$ cat config.mk
export PLATFORM = sky130hd
export DESIGN_NAME = hazard_fwd_unit
export DESIGN_NICKNAME = d
export VERILOG_FILES = /design/src/rtl/hazard_pkg.sv /design/src/rtl/fwd_port_sel.sv /design/src/rtl/hazard_fwd_unit.sv
export SDC_FILE = /design/constraint.sdc
export NUM_CORES = 1
export LEC_CHECK = 0
export ABC_AREA = 1
export CORE_MARGIN = 1
export CORE_UTILIZATION = 23
export CTS_CLUSTER_SIZE = 28
export DETAILED_ROUTE_END_ITERATION = 10
export GPL_TIMING_DRIVEN = 0
export PLACE_DENSITY = 0.57
export SLEW_MARGIN = 10
export SYNTH_ARGS = -nofsm -noshare
export SYNTH_HDL_FRONTEND = slang
export SYNTH_SLANG_ARGS = --single-unit
$ cat constraint.sdc
create_clock -name clk -period 5.42 [get_ports clk]
set_input_delay 0.542 -clock clk [delete_from_list [all_inputs] [get_ports clk]]
set_output_delay 0.542 -clock clk [all_outputs]
set_load 0.02 [all_outputs]
$ cat src/rtl/hazard_pkg.sv
// -----------------------------------------------------------------------------
// hazard_pkg
// Shared widths and types for the hazard detection / forwarding unit.
//   AW    : register address width
//   DW    : operand / result data width
//   DEPTH : number of in-flight stages after decode (E, M, W)
//   TW    : width of a latency ("tnew"/"tuse") field, wide enough for 0..DEPTH
//   entry_t : one in-flight scoreboard entry {valid, addr, tnew}
// -----------------------------------------------------------------------------
package hazard_pkg;

  localparam int AW    = 5;
  localparam int DW    = 32;
  localparam int DEPTH = 3;
  localparam int TW    = $clog2(DEPTH + 1);

  typedef struct packed {
    logic          valid;
    logic [AW-1:0] addr;
    logic [TW-1:0] tnew;
  } entry_t;

endpackage : hazard_pkg

$ cat src/rtl/fwd_port_sel.sv
// -----------------------------------------------------------------------------
// fwd_port_sel
// Per-read-port forwarding selector. Finds the youngest valid in-flight entry
// whose destination matches the read address, then either forwards that
// stage's result (result already produced, tnew == 0) or falls back to the
// register file. Raises stall_req when the producer's result will not be ready
// by the time the consumer needs it (tnew > tuse). Address 0 never matches.
//
// Ports
//   ent_valid  in  DEPTH      valid bit per stage (bit k = stage k, 0 youngest)
//   ent_addr   in  DEPTH*AW   destination address per stage
//   ent_tnew   in  DEPTH*TW   remaining result latency per stage
//   stg_data   in  DEPTH*DW   result data per stage
//   rd_addr    in  AW         source register address of this port
//   rd_tuse    in  TW         cycles until this port's operand is consumed
//   rf_data    in  DW         register-file read data for this port
//   rd_data    out DW         selected operand
//   stall_req  out 1          this port needs decode to be held
// -----------------------------------------------------------------------------
module fwd_port_sel #(
  parameter int DEPTH = hazard_pkg::DEPTH,
  parameter int DW    = hazard_pkg::DW,
  parameter int AW    = hazard_pkg::AW,
  parameter int TW    = $clog2(DEPTH + 1)
) (
  input  logic [DEPTH-1:0]    ent_valid,
  input  logic [DEPTH*AW-1:0] ent_addr,
  input  logic [DEPTH*TW-1:0] ent_tnew,
  input  logic [DEPTH*DW-1:0] stg_data,
  input  logic [AW-1:0]       rd_addr,
  input  logic [TW-1:0]       rd_tuse,
  input  logic [DW-1:0]       rf_data,
  output logic [DW-1:0]       rd_data,
  output logic                stall_req
);

  logic          hit;
  logic [TW-1:0] hit_tnew;
  logic [DW-1:0] hit_data;

  // Scan oldest to youngest so a younger match overwrites an older one.
  always_comb begin
    hit      = 1'b0;
    hit_tnew = '0;
    hit_data = '0;
    for (int k = DEPTH - 1; k >= 0; k--) begin
      if (ent_valid[k] && (ent_addr[k*AW +: AW] == rd_addr)) begin
        hit      = 1'b1;
        hit_tnew = ent_tnew[k*TW +: TW];
        hit_data = stg_data[k*DW +: DW];
      end
    end
    // The zero register is hard-wired; it never has a producer.
    if (rd_addr == '0) begin
      hit = 1'b0;
    end
  end

  assign rd_data   = (hit && (hit_tnew == '0)) ? hit_data : rf_data;
  assign stall_req = hit && (hit_tnew > rd_tuse);

endmodule : fwd_port_sel

$ cat src/rtl/hazard_fwd_unit.sv
// -----------------------------------------------------------------------------
// hazard_fwd_unit
// Decode-stage hazard detection and operand forwarding. Tracks DEPTH in-flight
// destinations {valid, addr, tnew} in a shift register (stage 0 youngest),
// forwards results to NUM_RD read ports and stalls decode on load-use hazards.
//
// Optional feature: define HAZARD_STALL_CNT_EN to add a free-running 32-bit
// stall_cnt output counting cycles with stall=1 (wraps at 2^32).
//
// Ports
//   clk        in  1           clock
//   rst_n      in  1           asynchronous active-low reset
//   iss_valid  in  1           decoded instruction writes a register
//   iss_addr   in  AW          its destination register
//   iss_tnew   in  TW          its result latency in cycles
//   flush      in  1           drop every in-flight entry at the next edge
//   stg_data   in  DEPTH*DW    result data per stage (slice k = stage k)
//   rd_addr    in  NUM_RD*AW   source address per read port
//   rd_tuse    in  NUM_RD*TW   consume time per read port
//   rf_data    in  NUM_RD*DW   register-file data per read port
//   rd_data    out NUM_RD*DW   forwarded or register-file operand per port
//   stall      out 1           freeze fetch/decode
//   stall_cnt  out 32          stall cycle counter (HAZARD_STALL_CNT_EN only)
// -----------------------------------------------------------------------------
module hazard_fwd_unit #(
  parameter int NUM_RD   = 2,
  parameter int DEPTH    = hazard_pkg::DEPTH,
  parameter int DW       = hazard_pkg::DW,
  parameter int AW       = hazard_pkg::AW,
  localparam int TW      = $clog2(DEPTH + 1)
) (
  input  logic                 clk,
  input  logic                 rst_n,
  input  logic                 iss_valid,
  input  logic [AW-1:0]        iss_addr,
  input  logic [TW-1:0]        iss_tnew,
  input  logic                 flush,
  input  logic [DEPTH*DW-1:0]  stg_data,
  input  logic [NUM_RD*AW-1:0] rd_addr,
  input  logic [NUM_RD*TW-1:0] rd_tuse,
  input  logic [NUM_RD*DW-1:0] rf_data,
  output logic [NUM_RD*DW-1:0] rd_data,
  output logic                 stall
`ifdef HAZARD_STALL_CNT_EN
  ,
  output logic [31:0]          stall_cnt
`endif
);

  localparam logic [TW-1:0] TNEW_MAX = TW'(DEPTH);

  logic [DEPTH-1:0] valid_reg;
  logic [AW-1:0]    addr_reg [DEPTH];
  logic [TW-1:0]    tnew_reg [DEPTH];

  logic [DEPTH*AW-1:0] addr_flat;
  logic [DEPTH*TW-1:0] tnew_flat;
  logic [NUM_RD-1:0]   stall_req;
  logic [TW-1:0]       iss_tnew_clip;

  // A latency longer than the pipe is indistinguishable from "ready at W".
  assign iss_tnew_clip = (iss_tnew > TNEW_MAX) ? TNEW_MAX : iss_tnew;

  genvar gi;
  generate
    for (gi = 0; gi < DEPTH; gi++) begin : g_flat
      assign addr_flat[gi*AW +: AW] = addr_reg[gi];
      assign tnew_flat[gi*TW +: TW] = tnew_reg[gi];
    end
  endgenerate

  // Scoreboard shift register. Flush wins over stall and issue; a stalled
  // decode inserts a bubble while older entries keep draining.
  always_ff @(posedge clk or negedge rst_n) begin
    if (!rst_n) begin
      valid_reg <= '0;
      for (int k = 0; k < DEPTH; k++) begin
        addr_reg[k] <= '0;
        tnew_reg[k] <= '0;
      end
    end else if (flush) begin
      valid_reg <= '0;
    end else begin
      valid_reg[0] <= !stall && iss_valid && (iss_addr != '0);
      addr_reg[0]  <= stall ? '0 : iss_addr;
      tnew_reg[0]  <= stall ? '0 : iss_tnew_clip;
      for (int k = 1; k < DEPTH; k++) begin
        valid_reg[k] <= valid_reg[k-1];
        addr_reg[k]  <= addr_reg[k-1];
        tnew_reg[k]  <= (tnew_reg[k-1] == '0) ? '0 : tnew_reg[k-1] - TW'(1);
      end
    end
  end

  generate
    for (gi = 0; gi < NUM_RD; gi++) begin : g_port
      fwd_port_sel #(
        .DEPTH (DEPTH),
        .DW    (DW),
        .AW    (AW),
        .TW    (TW)
      ) u_sel (
        .ent_valid (valid_reg),
        .ent_addr  (addr_flat),
        .ent_tnew  (tnew_flat),
        .stg_data  (stg_data),
        .rd_addr   (rd_addr[gi*AW +: AW]),
        .rd_tuse   (rd_tuse[gi*TW +: TW]),
        .rf_data   (rf_data[gi*DW +: DW]),
        .rd_data   (rd_data[gi*DW +: DW]),
        .stall_req (stall_req[gi])
      );
    end
  endgenerate

  assign stall = |stall_req;

`ifdef HAZARD_STALL_CNT_EN
  always_ff @(posedge clk or negedge rst_n) begin
    if (!rst_n) begin
      stall_cnt <= '0;
    end else if (stall) begin
      stall_cnt <= stall_cnt + 32'd1;
    end
  end
`endif

endmodule : hazard_fwd_unit

======== After elaboration in Yosys (flattened, before gate mapping) ========
Cells that the tools add are included.
cells by class
  $add $sub $neg .......................... 2
  $lt $le $gt $ge ......................... 3
  eq/ne operators ......................... 6
  multiplexer cells ....................... 28
  reduce and logical (&&, ||, !) cells .... 21
operators with widths
  operator               count
  $mux W32               8
  $eq A5 B5 Y1           6
  $mux W2                10
  $logic_and A1 B1 Y1    12
  $logic_not A5 Y1       2
  $logic_not A2 Y1       4
  $mux W1                8
  $mux W5                1
  $reduce_bool A5 Y1     1
  $gt A2 B2 Y1           2
  $sub A2 B1 Y2 const B  2
  $mux W3                1
  $gt A2 B2 Y1 const B   1
  $reduce_or A2 Y1       1
  $logic_not A1 Y1       1
storage, ports and cells
  register bits ........................... 24
  bits of input ports ..................... 185
  output and inout port bits .............. 65
  word-level logic and storage cells ...... 67

======== Longest topological paths before layout ========
  depth in word-level cells ............... 12
  depth in mapped cells ................... 16
  depth with buffers taken out ............ 15

======== Cells and area by module ========
A second synthesis with hierarchy kept.
second synthesis, totals
  cells, all modules ...................... 922
  area total of the unflattened synthesis .. 4718.3 µm²
modules (own cells, without submodules)
  module           times used  cells an instance  area an instance (µm²)  seq. area each (µm²)
  fwd_port_sel     2           411                1895.6                  0.0
  hazard_fwd_unit  1           100                927.1                   600.6

======== Least setup slack after synthesis ========
No wires, ideal clock.
  kind .................................... input to output
  start ................................... input port rd_addr[7]
  end ..................................... output port stall
  arrival ................................. 2344 ps
  data required time ...................... 4878 ps
  path slack .............................. 2534 ps
  cell stages on the path ................. 14
  path buffers ............................ 1
  cells stage by stage .................... inv_1 nor2_1 nor2_2 nand3_2 nand2_1 nand3_1 nand3_2 buf_2 inv_1 ha_1 inv_1 o21bai_1 nand3_1 nand2_1
between the ends
  word-level cells in the longest chain between the ends .. 8
  elaborated cells between the ends (all ways) .. 17
  those cells by class .................... order compare: 1; eq/ne: 3; mux: 7; reduce/logical: 6
RTL lines
  what                                             RTL line                                RTL
  start: declaration                               hazard_fwd_unit.sv:39                   input logic [NUM_RD*AW-1:0] rd_addr,
  $eq A5 B5 Y1                                     fwd_port_sel.sv:47                      if (ent_valid[k] && (ent_addr[k*AW +: AW] == rd_addr)) begin
  $logic_and A1 B1 Y1                              fwd_port_sel.sv:47
  $mux W2 or $mux W1 (tied branches) (3 in a row)  fwd_port_sel.sv:47
  $gt A2 B2 Y1 or $mux W1 (tied branches)          fwd_port_sel.sv:60, fwd_port_sel.sv:54
  $logic_and A1 B1 Y1 *                            fwd_port_sel.sv:60                      assign stall_req = hit && (hit_tnew > rd_tuse);
  $reduce_or A2 Y1 *                               hazard_fwd_unit.sv:116                  assign stall = |stall_req;
  end: declaration                                 hazard_fwd_unit.sv:43                   output logic stall
Every way passes the cells marked *; elsewhere a longest branch is shown, timed or not.

======== Worst setup path in the final report ========
  start ................................... input port rd_addr[9]
  end ..................................... output port stall
Same word-level chain as after synthesis.

==> flow_summary.toml <==
[status]
status = "finished, final reports clean"

[placed_design]
post_dp_cell_area_um2 = 7171
numPortBuffers = 248
place_congestion = 0.8509
place_ws_ns = 0.7306
dp_hpwl_um = 17050

[synthesis]
ys_ff_latch = 24
yosysWarnings = 0
netlist-cell-type-count = 28
synth-simple-area-share = 0.5668
synth.mux.area_fraction = 0
synthAdderAreaFrac = 0.01139
synth_seq_area_share = 0.1366
syn_avg_cell_area_um2 = 5.058
synth_xor_area_frac = 0.001993
synth_nets = 1058
synth-compound-area-share = 0.1469
syn_area_um2 = 4395
synth_top_family_by_area = "simple AND/OR/NAND/NOR gates"
synth_cells = 869

[worst_setup_path]
critPathLaunchType = "input pin"
crit_type = "in -> out"
worstPathArrival_ns = 4.12
regToRegStartpoint = "addr_flat[1]"
r2r_cells = 16
timing.rr.end = "addr_flat[1]"
crit_required_ns = 4.88
crit_path_max_fanout = 10
critPathCaptureType = "primary output"
rrSetupSlack_ns = 2.52

[routing]
viasPerCell = 4.649
routed_wirelength_um = 20740
drt_iter0_drc = 388
drtAntennaViolNets = 0
num_vias = 6300
drc_errors = 0
drtPass1Iterations = 5
wl_per_cell_um = 15.31

[power]
power_leakage_nw = 3.537
total_power_mw = 0.8240
power.share.sequential = 0.263
p_clk_frac = 0.196
intPower_mw = 0.5228
pwr-share-comb = 0.541
p_sw_frac = 0.3656
switching_power_mw = 0.3013
vdd.ir_drop.worst_mv = 0.09923
power.density_nw_per_um2 = 113.8

[timing]
post-route-period-util = 0.8606
setup_slack_ns = 0.7557
clock-skew-final_ns = 0.003245
worst_pin_slew_ns = 0.5737
slew_viol_final = 0
hold_viol_final = 0
finalSetupViolations = 0
fmax_ghz = 0.2144
slew_headroom = 0.6176
fin_tns_setup_ns = 0
rsz0062_at_grt = "false"
fin_crit_ns = 4.664

[clocking]
hold_buffers = 0
cts_num_sinks = 24
cts-resized-gates = 0
cts_root_buffer = "clkbuf_16"
ctsHtreeMaxLevel = 1
post_cts_buffers = 0
cts-buffers-inserted = 3
clk-insertion-delay-late_ns = 0.26
clockBufferDepth = 2
cts_tree = "built"
cts.clk_slew.worst_paths_ns = 0.06

[floorplan]
core_um2 = 18710
die-area_um2 = 19670
die_width_um = 140.2
die_h_um = 140.2
fp-row-count = 50
pin_count = 250
start_util = 0.2350

[finish]
largest_reg_flops = 15
layout_commonest_cell = "nand2_1"
layout.nets = 1311
n_fill_cell = 2069
drive_above_1_share = 0.06875
fin_util = 0.3872
final_cell_area_um2 = 7243
areaGrowthSynthToFinish_pct = 64.79
mostFrequentLayoutCells = "nand2_1 (379), clkdlybuf4s50_1 (247), nand3_1 (83), a21oi_1 (69), inv_1 (64)"

[grt]
grt_usage = 0.2017
antenna_found_initial = 1
grt_pass1_vias = 5849
grt_max_degree = 25
grt_pass1_wl_um = 31570
grt-ovfl-total = 0

[run]
cap_violations = 0

[worst_hold_path]
min_path_type = "in -> async"
[how the worst max path moves through the flow]
stage                     cells past startpoint    end  slack, ns       start
after floorplan                              14  stall       2.53  rd_addr[7]
after global placement                       17  stall       0.80  rd_addr[9]
after detailed placement                     17  stall       0.73  rd_addr[9]
after CTS                                    17  stall       0.74  rd_addr[9]
after global routing                         17  stall       0.51  rd_addr[9]
final                                        17  stall       0.76  rd_addr[9]
[power groups by stage]
stage | Combinational [mW] | Sequential (mW) | Clock (mW)
after floorplan | 0.193 | 0.214 | 0
after CTS | 0.448 | 0.216 | 0.166
final | 0.446 | 0.217 | 0.161
after global routing | 0.486 | 0.219 | 0.170
after detailed placement | 0.446 | 0.220 | 0
after global placement | 0.445 | 0.219 | 0
[area by class of cell]
class,count,area [µm²],share of cell area
sequential,24,600.6,0.08292
timing repair buffer,248,2477,0.3420
buffer,53,287.8,0.03973
antenna,1,2.502,0.0003455
inverter,83,311.5,0.04301
clock buffer,3,75.07,0.01036
multi-input combinational,709,3196,0.4412
tap,234,292.8,0.04042
[kinds of logic after synthesis]
group,Yosys count
simple gates,579
buf+inv,136
compound gates,125
flops,24
fa+ha+maj,4
xor+xnor,1
[synth_stat cells, drive strengths merged]
cell type	count	area, µm²
o311ai	1	8.760
nor3	2	10.01
nand4	35	219.0
o21bai	1	7.510
dfrtp	24	600.6
nand3b	4	30.03
nand3	92	513.0
clkbuf	17	63.81
o21ai	50	250.2
a21oi	72	371.6
buf	36	224.0
inv	82	307.8
clkinv	1	3.750
xor2	1	8.760
o31ai	1	7.510
nand2	379	1423
ha	4	50.05
nor2	67	296.5
[routing by layer]
layer,track usage,wire length (µm)
met1,0.2627,9292
met2,0.3495,9882
met4,0.05957,480
met5,0,0
met3,0.02120,1084
[worst max-delay path, stage by stage]
cell,delay (ns)
clkdlybuf4s50_1,0.67
inv_2,0.11
nand2_1,0.07
o21ai_1,0.05
nor2_1,0.13
nand3_2,0.19
inv_2,0.19
nand2_1,0.09
nand3_2,0.19
buf_2,0.26
inv_1,0.07
ha_1,0.29
inv_1,0.04
o21bai_1,0.12
nand3_1,0.30
nand2_1,0.18
clkdlybuf4s50_1,0.62
[per-stage QoR]
| step | hold slack [ns] | cells |
|---|---|---|
| floorplan | 0.2464 | 869 |
| global placement | 0.4652 | 1351 |
| detailed placement | 0.4677 | 1351 |
| CTS | 0.4838 | 1354 |
| global route | 0.3167 | 1355 |
| finish | 0.2770 | 1355 |
(Power assumes the default switching activity.)
